## config.mk

```make
export PLATFORM = sky130hd
export DESIGN_NAME = rx_fsm
export DESIGN_NICKNAME = d
export VERILOG_FILES = /design/src/rtl/uart_rx_pkg.sv /design/src/rtl/edge_bit_counter.sv /design/src/rtl/rx_fsm.sv
export SDC_FILE = /design/constraint.sdc
export NUM_CORES = 1
export LEC_CHECK = 0
export BUFFER_PORTS_ARGS = -buffer_cell sky130_fd_sc_hd__buf_2
export CORE_AREA = 2 2 102 65
export CTS_BUF_LIST = sky130_fd_sc_hd__clkbuf_4 sky130_fd_sc_hd__clkbuf_8 sky130_fd_sc_hd__clkbuf_16
export DETAILED_ROUTE_END_ITERATION = 16
export DIE_AREA = 0 0 104 67
export PLACE_DENSITY_LB_ADDON = 0.15
export SYNTH_ARGS = -nofsm -noshare
export SYNTH_HDL_FRONTEND = slang
export SYNTH_SLANG_ARGS = --single-unit
```

## constraint.sdc

```tcl
create_clock -name clk_fsm -period 4.1 [get_ports clk_fsm]
set_input_delay 0.205 -clock clk_fsm [delete_from_list [all_inputs] [get_ports clk_fsm]]
set_output_delay 0.205 -clock clk_fsm [all_outputs]
set_load 0.05 [all_outputs]
```

## src/rtl/uart_rx_pkg.sv

```systemverilog
// Shared definitions for the UART receive controller: state encoding,
// check-point offset and the legal oversampling ratios.
package uart_rx_pkg;

    typedef enum logic [2:0] {
        ST_IDLE    = 3'd0,
        ST_START   = 3'd1,
        ST_DATA    = 3'd2,
        ST_PARITY  = 3'd3,
        ST_STOP    = 3'd4,
        ST_ERR_CHK = 3'd5
    } rx_state_e;

    localparam logic [5:0] PRESCALE_8  = 6'd8;
    localparam logic [5:0] PRESCALE_16 = 6'd16;
    localparam logic [5:0] PRESCALE_32 = 6'd32;

    // Check point sits this many edges past P/2: one cycle after the
    // sampler's three mid-bit samples.
    localparam logic [5:0] CP_OFFSET = 6'd2;

    localparam logic [3:0] LAST_DATA_BIT = 4'd8;

    // Unsupported ratios fall back to x8 oversampling.
    function automatic logic [5:0] legal_prescale(input logic [5:0] p);
        logic [5:0] r;
        case (p)
            PRESCALE_8, PRESCALE_16, PRESCALE_32: r = p;
            default:                              r = PRESCALE_8;
        endcase
        return r;
    endfunction

endpackage

```

## src/rtl/edge_bit_counter.sv

```systemverilog
// Oversample edge counter with bit counter: counts edges within a bit,
// wraps at last_edge_i and advances the bit index. Clear and preload
// take priority over counting.
module edge_bit_counter #(
    parameter int unsigned EDGE_W = 6,
    parameter int unsigned BIT_W  = 4
) (
    input  logic              clk_i,
    input  logic              rst_ni,
    input  logic              en_i,
    input  logic              clear_i,
    input  logic              preload_i,
    input  logic [EDGE_W-1:0] last_edge_i,
    output logic [EDGE_W-1:0] edge_cnt_o,
    output logic [BIT_W-1:0]  bit_cnt_o
);

    logic [EDGE_W-1:0] edge_q, edge_d;
    logic [BIT_W-1:0]  bit_q, bit_d;

    // Next counter values: clear, preload-to-1, or count with wrap.
    always_comb begin
        edge_d = edge_q;
        bit_d  = bit_q;
        if (clear_i) begin
            edge_d = '0;
            bit_d  = '0;
        end else if (preload_i) begin
            edge_d = EDGE_W'(1);
            bit_d  = '0;
        end else if (en_i) begin
            if (edge_q == last_edge_i) begin
                edge_d = '0;
                bit_d  = bit_q + BIT_W'(1);
            end else begin
                edge_d = edge_q + EDGE_W'(1);
            end
        end
    end

    // Counter registers.
    always_ff @(posedge clk_i or negedge rst_ni) begin
        if (!rst_ni) begin
            edge_q <= '0;
            bit_q  <= '0;
        end else begin
            edge_q <= edge_d;
            bit_q  <= bit_d;
        end
    end

    assign edge_cnt_o = edge_q;
    assign bit_cnt_o  = bit_q;

endmodule

```

## src/rtl/rx_fsm.sv

```systemverilog
// UART receive controller: sequences start/data/parity/stop bits at the
// oversampled clock and issues sampler/checker enables and data_valid.
module rx_fsm
    import uart_rx_pkg::*;
(
    input  logic       clk_fsm,
    input  logic       rst_fsm,
    input  logic       rx_in_fsm,
    input  logic [5:0] prescale_fsm,
    input  logic       par_en_fsm,
    input  logic       strt_glitch_fsm,
    input  logic       par_error_fsm,
    input  logic       stop_error_fsm,
    output logic [5:0] edge_cnt_fsm,
    output logic [3:0] bit_cnt_fsm,
    output logic       dat_samp_en_fsm,
    output logic       strt_chk_en_fsm,
    output logic       deser_en_fsm,
    output logic       par_chk_en_fsm,
    output logic       stop_chk_en_fsm,
    output logic       data_valid_fsm,
    output logic       busy_fsm
);

    rx_state_e  state_q, state_d;
    logic [5:0] prescale_q, prescale_d;
    logic       par_en_q, par_en_d;

    logic       cnt_en, cnt_clear, cnt_preload;
    logic [5:0] last_edge;
    logic [5:0] chk_point;
    logic       at_last;
    logic       at_cp;

    assign last_edge = prescale_q - 6'd1;
    assign chk_point = (prescale_q >> 1) + CP_OFFSET;
    assign at_last   = (edge_cnt_fsm == last_edge);
    assign at_cp     = (edge_cnt_fsm == chk_point);

    edge_bit_counter #(
        .EDGE_W (6),
        .BIT_W  (4)
    ) u_cnt (
        .clk_i       (clk_fsm),
        .rst_ni      (rst_fsm),
        .en_i        (cnt_en),
        .clear_i     (cnt_clear),
        .preload_i   (cnt_preload),
        .last_edge_i (last_edge),
        .edge_cnt_o  (edge_cnt_fsm),
        .bit_cnt_o   (bit_cnt_fsm)
    );

    // State register plus frame configuration captured at frame start.
    always_ff @(posedge clk_fsm or negedge rst_fsm) begin
        if (!rst_fsm) begin
            state_q    <= ST_IDLE;
            prescale_q <= PRESCALE_8;
            par_en_q   <= 1'b0;
        end else begin
            state_q    <= state_d;
            prescale_q <= prescale_d;
            par_en_q   <= par_en_d;
        end
    end

    // Next-state, counter control and configuration capture.
    always_comb begin
        state_d    = state_q;
        prescale_d = prescale_q;
        par_en_d   = par_en_q;
        case (state_q)
            ST_IDLE:    if (!rx_in_fsm) state_d = ST_START;
            ST_START:   if (at_last) state_d = strt_glitch_fsm ? ST_IDLE : ST_DATA;
            ST_DATA:    if (at_last && (bit_cnt_fsm == LAST_DATA_BIT))
                            state_d = par_en_q ? ST_PARITY : ST_STOP;
            ST_PARITY:  if (at_last) state_d = ST_STOP;
            ST_STOP:    if (at_last) state_d = ST_ERR_CHK;
            ST_ERR_CHK: state_d = rx_in_fsm ? ST_IDLE : ST_START;
            default:    state_d = ST_IDLE;
        endcase

        // A new frame (from IDLE or back-to-back from ERR_CHK) recaptures config.
        if ((state_d == ST_START) && ((state_q == ST_IDLE) || (state_q == ST_ERR_CHK))) begin
            prescale_d = legal_prescale(prescale_fsm);
            par_en_d   = par_en_fsm;
        end

        // Back-to-back frame: the ERR_CHK cycle stands in for edge 0 of START.
        cnt_clear   = (state_q == ST_IDLE) || (state_d == ST_IDLE);
        cnt_preload = (state_q == ST_ERR_CHK) && (state_d == ST_START);
        cnt_en      = (state_q != ST_IDLE);
    end

    // Outputs decoded from registered state and counters.
    always_comb begin
        dat_samp_en_fsm = 1'b0;
        strt_chk_en_fsm = 1'b0;
        deser_en_fsm    = 1'b0;
        par_chk_en_fsm  = 1'b0;
        stop_chk_en_fsm = 1'b0;
        data_valid_fsm  = 1'b0;
        busy_fsm        = (state_q != ST_IDLE);
        case (state_q)
            ST_START: begin
                dat_samp_en_fsm = 1'b1;
                strt_chk_en_fsm = at_cp;
            end
            ST_DATA: begin
                dat_samp_en_fsm = 1'b1;
                deser_en_fsm    = at_cp;
            end
            ST_PARITY: begin
                dat_samp_en_fsm = 1'b1;
                par_chk_en_fsm  = at_cp;
            end
            ST_STOP: begin
                dat_samp_en_fsm = 1'b1;
                stop_chk_en_fsm = at_cp;
            end
            ST_ERR_CHK: begin
                data_valid_fsm = !stop_error_fsm && !(par_en_q && par_error_fsm);
            end
            default: ;
        endcase
    end

endmodule

```

# Yosys cells after proc, flatten, opt, wreduce, memory -nomap -nowiden
# Cells that the tools add are included.
# totals
register_bits	20
out_inout_bits	17
# op_classes
n_eq_ne	12
n_addsub	4
n_mux	24
reduce_logical	17
# op_table
cell	count
$mux W6	5
$mux W3	6
$pmux W3 S6	1
$mux W4	4
$eq A6 B6 Y1	2
$reduce_bool A3 Y1	3
$mux W1	7
$add A5 B2 Y6 const B	1
$add A6 B1 Y6 const B	1
$eq A3 B1 Y1 const B	2
$eq A3 B2 Y1 const B	2
$eq A3 B3 Y1 const B	2
$eq A6 B4 Y1 const B	1
$eq A6 B5 Y1 const B	1
$eq A6 B6 Y1 const B	1
$logic_not A3 Y1	2
$sub A6 B1 Y6 const B	1
$logic_and A1 B1 Y1	5
$add A4 B1 Y4 const B	1
$eq A4 B4 Y1 const B	1
$reduce_or A4 Y1	1
$reduce_or A3 Y1	1
$logic_not A1 Y1	2
$logic_or A1 B1 Y1	2
2 further kinds	2

# Longest topological paths before layout
# logic_depth
word_depth	9
ltp_mapped	8
depth_no_buf	7

# Modules after synthesis
# Synthesis repeated with hierarchy kept, for this count alone.
# hier_totals
cells_unflattened	164
area_unflattened_um2	1575.3
# modules_own_cells
mod	n_inst	area_per_inst_um2	seq_area_each_um2	cells_per_inst
rx_fsm	1	917.1	251.5	101
edge_bit_counter	1	658.1	250.2	63

# Least setup slack after synthesis
# Ideal clock, no wire load.
# synth_timing
path_type	register to output
from	reg prescale_q[3]
to	out deser_en_fsm
stages_incl_launch_ff	7
setup_slack_ps	928
arrival_time_ps	2967
required_time_ps	3895
cell_sequence	dfstp_2 -> inv_1 -> ha_1 -> xor2_1 -> nor4_1 -> o21ai_0 -> nor4_1
# synth_between
elab_chain_cells	3
# synth_rtl
element	line_no	rtl
start, declared	rx_fsm.sv:26	logic [5:0] prescale_q, prescale_d;
start signal, assigned	rx_fsm.sv:62	prescale_q <= prescale_d;
$add A5 B2 Y6	rx_fsm.sv:36	assign chk_point = (prescale_q >> 1) + CP_OFFSET;
$eq A6 B6 Y1	rx_fsm.sv:38	assign at_cp = (edge_cnt_fsm == chk_point);
$mux W1	rx_fsm.sv:104	case (state_q)
end, declared	rx_fsm.sv:18	output logic deser_en_fsm,
# Every way passes these cells.

# Worst setup path in the final report
# layout_timing
from	reg prescale_q[3]
to	out par_chk_en_fsm
# layout_between
elab_chain_cells	3
# layout_rtl
element	line_no	rtl
$add A5 B2 Y6	rx_fsm.sv:36	
$eq A6 B6 Y1	rx_fsm.sv:38	
$mux W1	rx_fsm.sv:104	
end, declared	rx_fsm.sv:19	output logic par_chk_en_fsm,
# Every way passes these cells.

==> results.sh <==
export IMPL_ctsLongestPathBuffers=2
export IMPL_finalHoldViolCount=0
export IMPL_synth_top_cell_by_area="dfrtp_1"
export IMPL_rows=22
export IMPL_dieArea_sq_um=6970
export IMPL_grt_max_degree=21
export IMPL_fin_worst_skew_ps=6.25
export IMPL_holdPathEnd="u_cnt.edge_cnt_o[0]"
export IMPL_dpl_cell_count=264
export IMPL_postSynthCellCount=158
export IMPL_path_class="register to primary output"
export IMPL_grt_overflow=0
export IMPL_fin_cells=269
export IMPL_startpoint="prescale_q[3]"
export IMPL_die_w_um=104
export IMPL_final_cell_mix="29 x buf_2, 19 x dfrtp_1"
export IMPL_setup_slack_ps=1370
export IMPL_hold_path_depth=2
export IMPL_grt_pass1_vias=1115
export IMPL_detail_route_antenna_nets=0
export IMPL_cp_start_kind="register"
export IMPL_ys_top_cells_by_area="dfrtp_1 33%, xnor2_1 7.8%, ha_1 6.0%, xor2_1 3.6%, inv_1 3.4%"
export IMPL_ir_worst_vdd_mv=0.207
export IMPL_ys_seq_area_share_pct=34.5
export IMPL_avgSynthCellArea_sq_um=9.20
export IMPL_cts_setup_buffers=0
export IMPL_worstSkewPairLatency_ps=260
export IMPL_final_common_cell="buf_2"
export IMPL_final_period_utilization_pct=66.5
export IMPL_io_pins=30
export IMPL_final_nets=206
export IMPL_antenna_found_initial=0
export IMPL_synth_edf_count=0
export IMPL_portBuffers=29
export IMPL_crit_path_end_kind="primary output"
export IMPL_status="completed"
export IMPL_cts_buffers_inserted=3
export IMPL_rr_startpoint="prescale_q[3]"
export IMPL_wl_per_cell_um=14.0
export IMPL_start_util_pct=24.5
export IMPL_r2r_cells=6
export IMPL_num_vias=1197
export IMPL_yosysUniqueCellTypes=47
export IMPL_htreeDepth=1
export IMPL_insertedDiodeCount=0
export IMPL_gp_congestion=0.779
export IMPL_viasPerCell=4.45
export IMPL_core_area_sq_um=5950
export IMPL_syn_nets=178
export IMPL_post_place_ws_ps=1660
export IMPL_r2r_slack_ps=1880
export IMPL_slew_viol_final=0
export IMPL_clock_fmax_mhz=367
export IMPL_drt_iter0_markers=63
export IMPL_synth_top_area_share_pct=32.7
export IMPL_syn_area_sq_um=1450
export IMPL_postCtsHoldBufs=1
export IMPL_final_fill_count=669
export IMPL_ys_warnings_count=0
export IMPL_grt_pass1_wl_um=6150
export IMPL_clock_sinks=20
export IMPL_arrival_ps=2520
export IMPL_wl_um=3780
export IMPL_cp_max_fo=6
export IMPL_cts_tree="yes"
export IMPL_track_usage_pct=11.7
export IMPL_r2r_end="u_cnt.bit_cnt_o[1]"
export IMPL_final_setup_tns_ps=0
export IMPL_multi_input_area_sq_um=857
export IMPL_die_h_um=67
export IMPL_hpwl_um=2890
export IMPL_hold_path_class="input port to register"
export IMPL_clock_root_buffer="clkbuf_8"
export IMPL_finalCriticalPeriod_ps=2730
export IMPL_rsz0062_at_grt="false"
export IMPL_finalSetupViolations=0
export IMPL_ctsResizeCount=0
export IMPL_slew_headroom_pct=64.4
export IMPL_drive_gt1_share_pct=25.9
export IMPL_crit_required_ps=3890
export IMPL_clk_pin_slew_ps=80
export IMPL_drc_errors=0
export IMPL_regArea_sq_um=502
export IMPL_synth_seq_cells=20
export IMPL_syn_to_final_growth_pct=18.5
export IMPL_power_per_cell_area_nw_per_um2=601
export IMPL_max_cap_viol_count=0
export IMPL_leakagePower_nw=0.764
export IMPL_worst_pin_slew_ps=531
export IMPL_ys_flop_type="dfrtp_1"
export IMPL_min_from="rx_in_fsm"
export IMPL_fin_util_pct=29.0
export IMPL_drtPass1Iterations=4
export IMPL_ys_async_sr_fraction_pct=100
## cells in the mapped netlist, types with 2 or more instances
| library cell | number |
|---|---|
| nand3_1 | 7 |
| xor2_1 | 6 |
| xnor2_1 | 13 |
| inv_1 | 13 |
| a31oi_1 | 3 |
| a21oi_1 | 3 |
| clkbuf_1 | 3 |
| a211oi_1 | 2 |
| nor2_1 | 13 |
| nor3_2 | 2 |
| nand2b_1 | 7 |
| o21ai_0 | 2 |
| dfrtp_1 | 19 |
| mux2i_1 | 3 |
| a41oi_1 | 2 |
| nor3_1 | 7 |
| ha_1 | 7 |
| and3_1 | 2 |
| o41ai_1 | 2 |
| nor4_1 | 2 |
| buf_6 | 2 |
| nand2_1 | 13 |
## critical path, cell delays in order (launching register included)
cell and delay (ps):
dfstp_2 630, inv_1 100, ha_1 290, xor2_1 140
nor4_1 250, o21ai_0 230, nor3_1 300, buf_2 330
## worst max path at each step
| stage | to | slack, ps | cells past startpoint |
|---|---|---|---|
| detailed placement | deser_en_fsm | 1660 | 7 |
| global placement | deser_en_fsm | 1700 | 7 |
| global route | par_chk_en_fsm | 1190 | 7 |
| CTS | deser_en_fsm | 1350 | 7 |
| floorplan | deser_en_fsm | 930 | 6 |
| finish | par_chk_en_fsm | 1370 | 7 |
## flip-flops by register name (all words and copies together), names as in the netlist
signal,cells
u_cnt.bit_cnt_o,4
par_en_q,1
prescale_q,6
state_q,3
u_cnt.edge_cnt_o,6
## layer usage
metal / track usage [%] / wire (um)
met1: 18.4 / 2170
met5: 0 / 0
met3: 3.03 / 178
met4: 2.03 / 31
met2: 15.4 / 1390
## cells by family after synthesis
kind of cell | share of synthesized area, %
simple gates | 23.8
mux | 2.84
flops | 34.5
fa+ha+maj | 6.02
compound gates | 14.8
xor+xnor | 11.4
buf+inv | 6.54
## power by group
part	switching, W	internal, W	leakage (nW)
Clock	0.0000720	0.0000856	0.0288
Combinational	0.000354	0.000187	0.472
Sequential	0.0000931	0.000243	0.263
Total	0.000519	0.000516	0.764
## layout make-up
cell class	count	share of cell area [%]
clock buffers	4	3.20
inverters	13	2.83
multi-input cells	118	49.7
flip-flops and latches	20	29.1
well taps	84	6.10
repair buffers	30	9.01
## metrics by stage
stage               hold slack [ps]  total power, W  instance area, sq um
global route                    159         0.00112                  1720
global placement                218        0.000891                  1660
detailed placement              205        0.000885                  1660
floorplan                     -90.6        0.000757                  1450
CTS                             138         0.00105                  1720
finish                          151         0.00103                  1720
No activity file was read; power rests on OpenSTA's default activity.
